`config.mk`:
```
export PLATFORM = sky130hd
export DESIGN_NAME = expr_eval
export DESIGN_NICKNAME = d
export VERILOG_FILES = /design/src/rtl/expr_eval.sv
export SDC_FILE = /design/constraint.sdc
export NUM_CORES = 1
export LEC_CHECK = 0
export CAP_MARGIN = 0
export CORE_MARGIN = 2
export CORE_UTILIZATION = 30
export CTS_CLUSTER_SIZE = 10
export DETAILED_ROUTE_END_ITERATION = 10
export HOLD_SLACK_MARGIN = 0.03
export PLACE_DENSITY = 0.54
export REMOVE_ABC_BUFFERS = 1
export SLEW_MARGIN = 20
export SYNTH_ARGS = -nofsm -noshare
export SYNTH_HDL_FRONTEND = slang
export SYNTH_SLANG_ARGS = --single-unit
export TNS_END_PERCENT = 5
```
`constraint.sdc`:
```
create_clock -name clk_i -period 8.1 [get_ports clk_i]
set_input_delay 1.62 -clock clk_i [delete_from_list [all_inputs] [get_ports clk_i]]
set_output_delay 1.62 -clock clk_i [all_outputs]
set_load 0.03 [all_outputs]
```
`src/rtl/expr_eval.sv`:
```
// expr_eval: evaluates a one-character-per-cycle ASCII expression built from
// single-digit operands and the operators '+' and '*', with '*' binding
// tighter than '+'. All arithmetic is modulo 2^W.
//
// Ports:
//   clk_i     clock, state updates on the rising edge
//   clr_ni    asynchronous active-low clear of all state
//   en_i      character strobe, in_i is consumed only when en_i=1
//   in_i      ASCII character
//   ok_o      characters so far form a complete valid expression
//   err_o     sticky syntax error
//   ovf_o     sticky arithmetic wrap (multiply or committed add)
//   result_o  (sum + term) mod 2^W of the expression so far
module expr_eval #(
  parameter int unsigned W = 32
) (
  input  logic         clk_i,
  input  logic         clr_ni,
  input  logic         en_i,
  input  logic [7:0]   in_i,
  output logic         ok_o,
  output logic         err_o,
  output logic         ovf_o,
  output logic [W-1:0] result_o
);

  typedef enum logic [1:0] {
    StExpectNum,
    StAfterNum,
    StError
  } st_e;

  st_e          st_q, st_d;
  logic [W-1:0] sum_q, sum_d;
  logic [W-1:0] term_q, term_d;
  logic         mul_q, mul_d;
  logic         ovf_q, ovf_d;

  // Character classification
  logic         is_digit;
  logic         is_plus;
  logic         is_star;
  logic [7:0]   digit_wide;
  logic [3:0]   digit;

  assign is_digit   = (in_i >= 8'h30) && (in_i <= 8'h39);
  assign is_plus    = (in_i == 8'h2b);
  assign is_star    = (in_i == 8'h2a);
  assign digit_wide = in_i - 8'h30;
  assign digit      = digit_wide[3:0];

  // Full-width product and sum so the wrap can be detected from the top bits
  logic [W+3:0] prod_full;
  logic [W:0]   sum_full;

  assign prod_full = {4'b0000, term_q} * {{W{1'b0}}, digit};
  assign sum_full  = {1'b0, sum_q} + {1'b0, term_q};

  always_comb begin
    st_d   = st_q;
    sum_d  = sum_q;
    term_d = term_q;
    mul_d  = mul_q;
    ovf_d  = ovf_q;
    if (en_i) begin
      unique case (st_q)
        StExpectNum: begin
          if (is_digit) begin
            if (mul_q) begin
              term_d = prod_full[W-1:0];
              if (prod_full[W+3:W] != 4'b0000) begin
                ovf_d = 1'b1;
              end
            end else begin
              term_d = {{(W-4){1'b0}}, digit};
            end
            mul_d = 1'b0;
            st_d  = StAfterNum;
          end else begin
            st_d = StError;
          end
        end
        StAfterNum: begin
          if (is_plus) begin
            sum_d  = sum_full[W-1:0];
            ovf_d  = ovf_q | sum_full[W];
            term_d = '0;
            mul_d  = 1'b0;
            st_d   = StExpectNum;
          end else if (is_star) begin
            mul_d = 1'b1;
            st_d  = StExpectNum;
          end else begin
            st_d = StError;
          end
        end
        default: begin
          // Error is absorbing: everything frozen until clear.
          st_d = StError;
        end
      endcase
    end
  end

  always_ff @(posedge clk_i or negedge clr_ni) begin
    if (!clr_ni) begin
      st_q   <= StExpectNum;
      sum_q  <= '0;
      term_q <= '0;
      mul_q  <= 1'b0;
      ovf_q  <= 1'b0;
    end else begin
      st_q   <= st_d;
      sum_q  <= sum_d;
      term_q <= term_d;
      mul_q  <= mul_d;
      ovf_q  <= ovf_d;
    end
  end

  assign ok_o     = (st_q == StAfterNum);
  assign err_o    = (st_q == StError);
  assign ovf_o    = ovf_q;
  // Final add is not committed, so its carry never touches ovf.
  assign result_o = sum_q + term_q;

endmodule
```
# After elaboration in Yosys (flattened, before gate mapping)
# Index checks and enable logic that the tools add are counted.
word_totals:
  in_bits: 11
  word_cells: 46
  out_inout_bits: 35
  ff_bits: 68
op_classes:
  mul: 1
  eq_ne: 9
  addsub: 3
  mux: 17
  n_lt_le_gt_ge: 2
  bitwise_logic: 1
  n_reduce_logical: 8
ops:
  columns: ["operator", "n"]
  rows:
  - ["2-to-1 mux 32 bit", 3]
  - ["one-hot mux 32 bit (2 select lines)", 1]
  - ["multiplier 32 x 4 -> 36 bit", 1]
  - ["adder 32 x 32 -> 33 bit", 1]
  - ["adder 32 bit", 1]
  - ["equality test 8 x 6 -> 1 bit (second input constant)", 2]
  - [">= comparator 8 x 6 -> 1 bit (second input constant)", 1]
  - ["<= comparator 8 x 6 -> 1 bit (second input constant)", 1]
  - ["AND reduction 4 bit", 2]
  - ["2-to-1 mux 1 bit", 7]
  - ["2-to-1 mux 2 bit", 3]
  - ["!= test 2 bit (second input constant)", 3]
  - ["AND reduction 6 bit", 1]
  - ["one-hot mux 1 bit (2 select lines)", 2]
  - ["one-hot mux 2 bit (2 select lines)", 1]
  - ["nonzero test 4 bit", 1]
  - ["subtractor 4 x 1 -> 4 bit (second input constant)", 1]
  - ["!= test 3 x 1 -> 1 bit (second input constant)", 1]
  - ["AND reduction 3 bit", 1]
  - ["equality test 2 x 1 -> 1 bit (second input constant)", 1]
  - ["equality test 2 bit (second input constant)", 1]
  - ["zero test 2 bit", 1]
  - ["!= test 2 x 1 -> 1 bit (second input constant)", 1]
  - ["nonzero test 2 bit", 1]
  - ["other kinds (2)", 2]

# Logic depth before layout (Yosys ltp)
# Gate-level depths: netlist of run 1.
logic_depth:
  ltp_word: 7
  mapped_depth: 18
  depth_no_buf: 16

# Worst setup path after synthesis of run 1
# OpenSTA, ideal clock, no wires.
synth_path:
  path_kind: "input-to-reg"
  start: "input in_i[3]"
  end: "register ovf_q, in the netlist ovf_o"
  path_buffers: 1
  setup_ps: 131
  stages: 17
  t_required_ps: 7969
  t_arrival_ps: 5383
  path_slack_ps: 2586
  path_cell_list: "clkbuf_1 nand2_1 fa_1 inv_1 fa_1 inv_1 fa_1 nand2b_1 a21oi_1 o22ai_1 o311ai_2 a31oi_2 nor3b_1 a31oi_1 xnor2_1 nor4_1 a21oi_1"
synth_between:
  elab_chain_cells: 5
  elab_cells_between_ends: 11
  cone_classes: "add/sub (1); mul (1); order compare (2); eq/ne (4); reduce/logical (3)"
synth_lines:
  columns: ["item", "line", "rtl"]
  rows:
  - ["start, declared", "20", "input logic [7:0] in_i,"]
  - ["subtractor 4 x 1 -> 4 bit", "49", "assign digit_wide = in_i - 8'h30;"]
  - ["multiplier 32 x 4 -> 36 bit", "56", "assign prod_full = {4'b0000, term_q} * {{W{1'b0}}, digit};"]
  - ["nonzero test 4 bit", "71", "if (prod_full[W+3:W] != 4'b0000) begin"]
  - ["!= test 2 bit (no line)", null, null]
  - ["AND reduction 6 bit (no line) (*)", null, null]
  - ["end signal, assigned", "117", "ovf_q <= ovf_d;"]
  - ["end, declared", "37", "logic ovf_q, ovf_d;"]
# Every way passes the cells marked *; elsewhere a longest branch is shown, timed or not.
# A chain may end at the register's enable or synchronous reset.

# Final worst setup path of run 1
# Ends and elaborated chain as after synthesis.

==> results of run 1 <==
==> registers in the layout, summed over array words and instances (netlist names) <==
signal and count:
sum_q 32, mul_q 1, st_q 2, term_q 32, ovf_o 1
==> cell type report <==
| type | instances | area [sq um] | area share |
|---|---|---|---|
| Inverter | 129 | 484.2 | 0.05154 |
| Clock inverter | 4 | 95.09 | 0.01012 |
| Sequential cell | 68 | 1702 | 0.1811 |
| Timing Repair Buffer | 54 | 515.5 | 0.05487 |
| Multi-Input combinational cell | 703 | 5916 | 0.6296 |
| Tap cell | 341 | 426.7 | 0.04541 |
| Clock buffer | 12 | 256.5 | 0.02730 |
==> cell families after synthesis <==
kind of cell	after synthesis	synth area share
multiplexers	34	0.04629
XOR/XNOR	55	0.05863
AO/OA/AOI/OAI	216	0.1882
flip-flops	68	0.2071
buffers and inverters	161	0.07355
adder cells (fa/ha/maj)	133	0.2583
AND/OR/NAND/NOR	265	0.1680
==> per-stage QoR <==
step / hold WS [ps] / utilization / cell area (sq um) / setup WS [ps] / power (mW)
5_1_grt: 530.7 / 0.3486 / 9395 / 1200 / 0.9407
4_1_cts: 517.0 / 0.3486 / 9395 / 1647 / 0.9183
6_report: 512.2 / 0.3486 / 9395 / 1675 / 0.9046
2_1_floorplan: 477.7 / - / 8097 / 2768 / 0.3881
3_5_place_dp: 502.9 / 0.3356 / 9044 / 1261 / 0.4299
3_3_place_gp: 493.9 / 0.3356 / 9044 / 1359 / 0.4289
==> routing by layer <==
layer / wire length, um / GRT usage
met5: 0 / 0
met4: 352 / 0.04794
met3: 638 / 0.01796
met2: 9541 / 0.2428
met1: 10240 / 0.2153
==> report_power, final <==
group,internal (mW),switching (mW),total (mW)
Clock,0.318,0.165,0.483
Sequential,0.342,0.00473,0.347
Combinational,0.0275,0.0472,0.0748
==> worst paths after layout <==
check                             end  slack [ps]
max                             ovf_o        1680
min                          sum_q[3]         510
max reg2reg                     ovf_o        3540
min reg2reg                  sum_q[3]         510
max in group asynchronous  term_q[17]        6030
min in group asynchronous    sum_q[2]        1430
==> critical path, delay by kind of cell <==
kind	cells	cell delay [ps]
compound gates	6	1270
xor+xnor	1	140
fa+ha+maj	3	1530
buf+inv	4	1240
simple gates	4	850
==> cells in the final DEF, fill, tap and decap left out, drive strengths merged, types with 32 or more instances in the layout <==
master,Yosys,layout
xnor2,38,38
nand2,68,68
and2,96,96
clkdlybuf4s50,0,44
nor2,43,43
dfrtp,68,68
inv,129,129
fa,61,61
ha,72,72
mux2,32,32
a21oi,45,45
==> impl_metrics.env, run 1 <==
export IMPL_synth_top_area_cell="dfrtp_1"
export IMPL_die_area_sq_um=28730
export IMPL_synth_area_sq_um=8217
export IMPL_antenna_found_initial=0
export IMPL_place_gp_congestion=0.8070
export IMPL_end_kind="flop"
export IMPL_grt_max_degree=69
export IMPL_worst_slew_pin_slew_ps=1002
export IMPL_yosysTopAreaCellShare=0.2071
export IMPL_grt_pass1_wl_mm=35.07
export IMPL_rr_worst_depth=15
export IMPL_drt_iter0_drc=283
export IMPL_postCtsSetupRepairBufs=0
export IMPL_cp_max_fo=17
export IMPL_clock_fmax_mhz=155.7
export IMPL_max_cap_violations=0
export IMPL_diodes=0
export IMPL_clock_skew_final_ps=11.42
export IMPL_slew_limit_headroom=0.3299
export IMPL_hold_violations=0
export IMPL_power_leakage_nw=4.710
export IMPL_route_vias_total=6516
export IMPL_hold_buffers=0
export IMPL_yosysSeqAreaShare=0.2071
export IMPL_cts_max_path_buffers=2
export IMPL_maxSlewViolCount=0
export IMPL_cpPeakStageDelay_ps=850
export IMPL_nFillCells=2753
export IMPL_clkSinkCount=68
export IMPL_fin_setup_tns_ps=0
export IMPL_io_buffers=45
export IMPL_cts_inserted_buffers=9
export IMPL_critPathKind="input port to flop"
export IMPL_powerDensity_nw_per_um2=96.28
export IMPL_hp_class="flop to flop"
export IMPL_ir_worst_vdd_v=0.00008041
export IMPL_cp_arrival_ps=6650
export IMPL_clkLatencyLatePin_ps=350
export IMPL_drive_gt1_frac=0.07423
export IMPL_routedWlPerCell_um=15.84
export IMPL_r2r_start="term_q[4]"
export IMPL_required_ps=8320
export IMPL_timing_final_crit_share=0.7932
export IMPL_critPathLaunchType="input port"
export IMPL_dp_cells=1295
export IMPL_synth_area_top_cells="dfrtp_1 21%, fa_1 15%, ha_1 11%"
export IMPL_crit_path_start="in_i[3]"
export IMPL_root_buffer="clkbuf_16"
export IMPL_start_util=0.3049
export IMPL_area_growth_pct=14.34
export IMPL_htreeDepth=3
export IMPL_ys_flop_type="dfrtp_1"
export IMPL_crit_chain="clkdlybuf4s50_1 -> buf_4 -> nand2_1 -> fa_1 -> inv_1 -> fa_1 -> inv_1 -> fa_1 -> nand2b_1 -> a21oi_1 -> o22ai_1 -> o311ai_2 -> a31oi_2 -> nor3b_1 -> a31oi_1 -> xnor2_1 -> nor4_1 -> a21oi_1"
export IMPL_rsz0062_at_grt="no"
export IMPL_finalWirelength_mm=20.77
export IMPL_worst_path_most_repeated_cell="fa_1"
export IMPL_row_count=60
export IMPL_synth_common_cells="129 x inv_1, 96 x and2_1, 72 x ha_1, 68 x dfrtp_1, 68 x nand2_1"
export IMPL_ios=46
export IMPL_coreArea_sq_um=26950
export IMPL_hpwl_mm=15.98
export IMPL_grt_pass1_vias=6596
export IMPL_syn_area_per_cell_sq_um=8.816
export IMPL_firstDrtPassIters=4
export IMPL_yosys_cell_count_top_type="inv_1"
export IMPL_synth_cells=932
export IMPL_yosys_warnings=0
export IMPL_grt_usage=0.1522
export IMPL_status="finished, final reports clean"
export IMPL_clkTransAtPathRegs_ps=60
export IMPL_synth_seq_cells=68
export IMPL_overflow=0
export IMPL_slowest_stage="clkdlybuf4s50_1"
export IMPL_synth_edff_count=0
export IMPL_setup_violations=0
export IMPL_via_per_inst=4.970
export IMPL_die_y_um=169.5
export IMPL_hp_start="sum_q[3]"
export IMPL_antenna_left=0
export IMPL_synthArstFlopShare=1.000
export IMPL_drc=0
export IMPL_stdcell_count=1311
export IMPL_period_needed_ps=6425
export IMPL_dieWidth_um=169.5
export IMPL_nets=1109
export IMPL_min_path_cells=1
export IMPL_cts_tree="yes"
export IMPL_yosys_cell_types_count=61
export IMPL_ctsResizeCount=0
Note: power is estimated with default switching activity, not from simulation.
==> inputs of run 2 (changes only) <==
- PLACE_DENSITY: 0.54 -> 0.55
- clock period: 8.1 -> 5.9 ns (I/O delays scaled with it)
==> run 2 against run 1 <==
Clock skew down 2.9 ps. Routed wire length is 1.4% higher. Cell count rose by 0.69%. Sequential power is 37% higher. Worst setup slack worse by 1500 ps. Largest cell class unchanged.
==> impl_metrics.env, run 2 (same netlist as run 1, synthesis figures left out) <==
export IMPL_cts_tree="yes"
export IMPL_die_y_um=169.5
export IMPL_antenna_found_initial=0
export IMPL_rsz0062_at_grt="no"
export IMPL_hold_violations=0
export IMPL_clkSinkCount=68
export IMPL_largestRegisters="sum_q x32, term_q x32, st_q x2"
export IMPL_critPathKind="flop to output port"
export IMPL_nFillCells=2773
export IMPL_slowest_stage="clkdlybuf4s50_1"
export IMPL_drc=0
export IMPL_crit_chain="ha_1 -> a211oi_1 -> nor2_1 -> o311ai_0 -> nand3_1 -> a211oi_4 -> o221a_2 -> o31ai_1 -> a21oi_1 -> xnor2_1 -> clkdlybuf4s50_1"
export IMPL_powerDensity_nw_per_um2=120.5
export IMPL_cp_arrival_ps=4500
export IMPL_overflow=0
export IMPL_cpPeakStageDelay_ps=720
export IMPL_whs_ps=512.3
export IMPL_cts_inserted_buffers=9
export IMPL_row_count=60
export IMPL_coreArea_sq_um=26950
export IMPL_timing_final_crit_share=0.9631
export IMPL_drt_iter0_drc=285
export IMPL_setup_violations=0
export IMPL_fin_setup_tns_ps=0
export IMPL_clock_fmax_mhz=176.0
export IMPL_required_ps=4720
export IMPL_cp_top_family="compound AO/OA/AOI/OAI gates"
export IMPL_stdcell_count=1320
export IMPL_hpwl_mm=16.07
export IMPL_nets=1119
export IMPL_clkTransAtPathRegs_ps=60
export IMPL_via_per_inst=5.079
export IMPL_path_buf_inv=1
export IMPL_grt_usage=0.1541
export IMPL_design_area_sq_um=9475
export IMPL_grt_max_degree=69
export IMPL_critPathLaunchType="flop"
export IMPL_root_buffer="clkbuf_16"
export IMPL_grt_pass1_wl_mm=35.36
export IMPL_ir_worst_vdd_v=0.00008740
export IMPL_mostFrequentLayoutCell="inv_1"
export IMPL_dieWidth_um=169.5
export IMPL_power_leakage_nw=4.762
export IMPL_dpl_instance_area_sq_um=9156
export IMPL_place_gp_congestion=0.8039
export IMPL_layout_common_cells="129 x inv_1, 96 x and2_1, 72 x ha_1, 68 x nand2_1, 68 x dfrtp_1"
export IMPL_area_growth_pct=15.32
export IMPL_clock_skew_final_ps=8.526
export IMPL_slew_limit_headroom=0.4602
export IMPL_antenna_left=0
export IMPL_finalWirelength_mm=21.05
export IMPL_end_kind="output port"
export IMPL_period_needed_ps=5682
export IMPL_diodes=0
export IMPL_cp_max_fo=7
export IMPL_max_cap_violations=0
export IMPL_worst_slew_pin_slew_ps=807.3
export IMPL_htreeDepth=3
export IMPL_clkLatencyLatePin_ps=350
export IMPL_postCtsSetupRepairBufs=0
export IMPL_drive_gt1_frac=0.08274
export IMPL_hp_class="flop to flop"
export IMPL_die_area_sq_um=28730
export IMPL_firstDrtPassIters=5
export IMPL_io_buffers=45
export IMPL_start_util=0.3049
export IMPL_status="finished, final reports clean"
export IMPL_maxSlewViolCount=0
export IMPL_routedWlPerCell_um=15.95
export IMPL_hold_buffers=0
export IMPL_cts_max_path_buffers=2
export IMPL_route_vias_total=6704
export IMPL_grt_pass1_vias=6677
export IMPL_final_util=0.3516
export IMPL_ios=46
export IMPL_dp_cells=1305
==> run 2: changes by cell type in the layout (fill, tap and decap cells not counted), moves of 2 or more <==
cell	change
buf_4	+6
buf_12	+3
bufinv_16	-2
clkbuf_1	+2
==> run 2: report_power, final <==
group          internal [mW]  total (mW)  switching, mW
sequential             0.470       0.476        0.00610
combinational         0.0420       0.109         0.0667
clock                  0.337       0.557          0.220
total                  0.849        1.14          0.293
==> run 2: worst paths after layout <==
kind,from,endpoint,slack [ps],cells after the start
setup reg to reg,term_q[5],term_q[29],1460,16
min in group asynchronous,clr_ni,sum_q[13],860,1
max in group asynchronous,clr_ni,term_q[31],4560,1
hold reg to reg,sum_q[2],sum_q[2],510,1
setup / recovery,term_q[1],result_o[31],220,11
hold / removal,sum_q[2],sum_q[2],510,1
==> run 2: layer usage <==
layer	part of all wire	track usage	routed length [um]	vias to the layer above
met1	0.50	0.2170	10440	3302
met5	0	0	0	-
li1	-	-	-	3263
met2	0.45	0.2426	9455	114
met4	0.019	0.04608	399	0
met3	0.036	0.02565	756	25
==> run 2: final cells by class <==
| cell class | instances | area (sq um) | area share |
|---|---|---|---|
| Tap cell | 341 | 426.7 | 0.04503 |
| Inverter | 129 | 484.2 | 0.05110 |
| Multi-Input combinational cell | 703 | 5946 | 0.6275 |
| Timing Repair Buffer | 64 | 631.9 | 0.06668 |
| Clock inverter | 2 | 35.03 | 0.003697 |
| Clock buffer | 13 | 250.2 | 0.02641 |
| Sequential cell | 68 | 1702 | 0.1796 |
==> run 2: timing repair <==
action	CTS	global route
setup endpoints to repair	0	4
resized for setup	0	4
hold endpoints to repair	0	0
==> run 2: metrics by stage <==
stage | worst slack, ps | power [mW]
floorplan | 1008 | 0.5329
global placement | 167.5 | 0.5946
detailed placement | 25.68 | 0.5952
CTS | 88.84 | 1.158
global route | 24.70 | 1.187
finish | 217.9 | 1.142
==> inputs of run 3 (changes only) <==
- CAP_MARGIN: 0 -> 10
==> results of run 3 <==
Same layout as run 2: the final DEF is identical, and so are final timing and power.
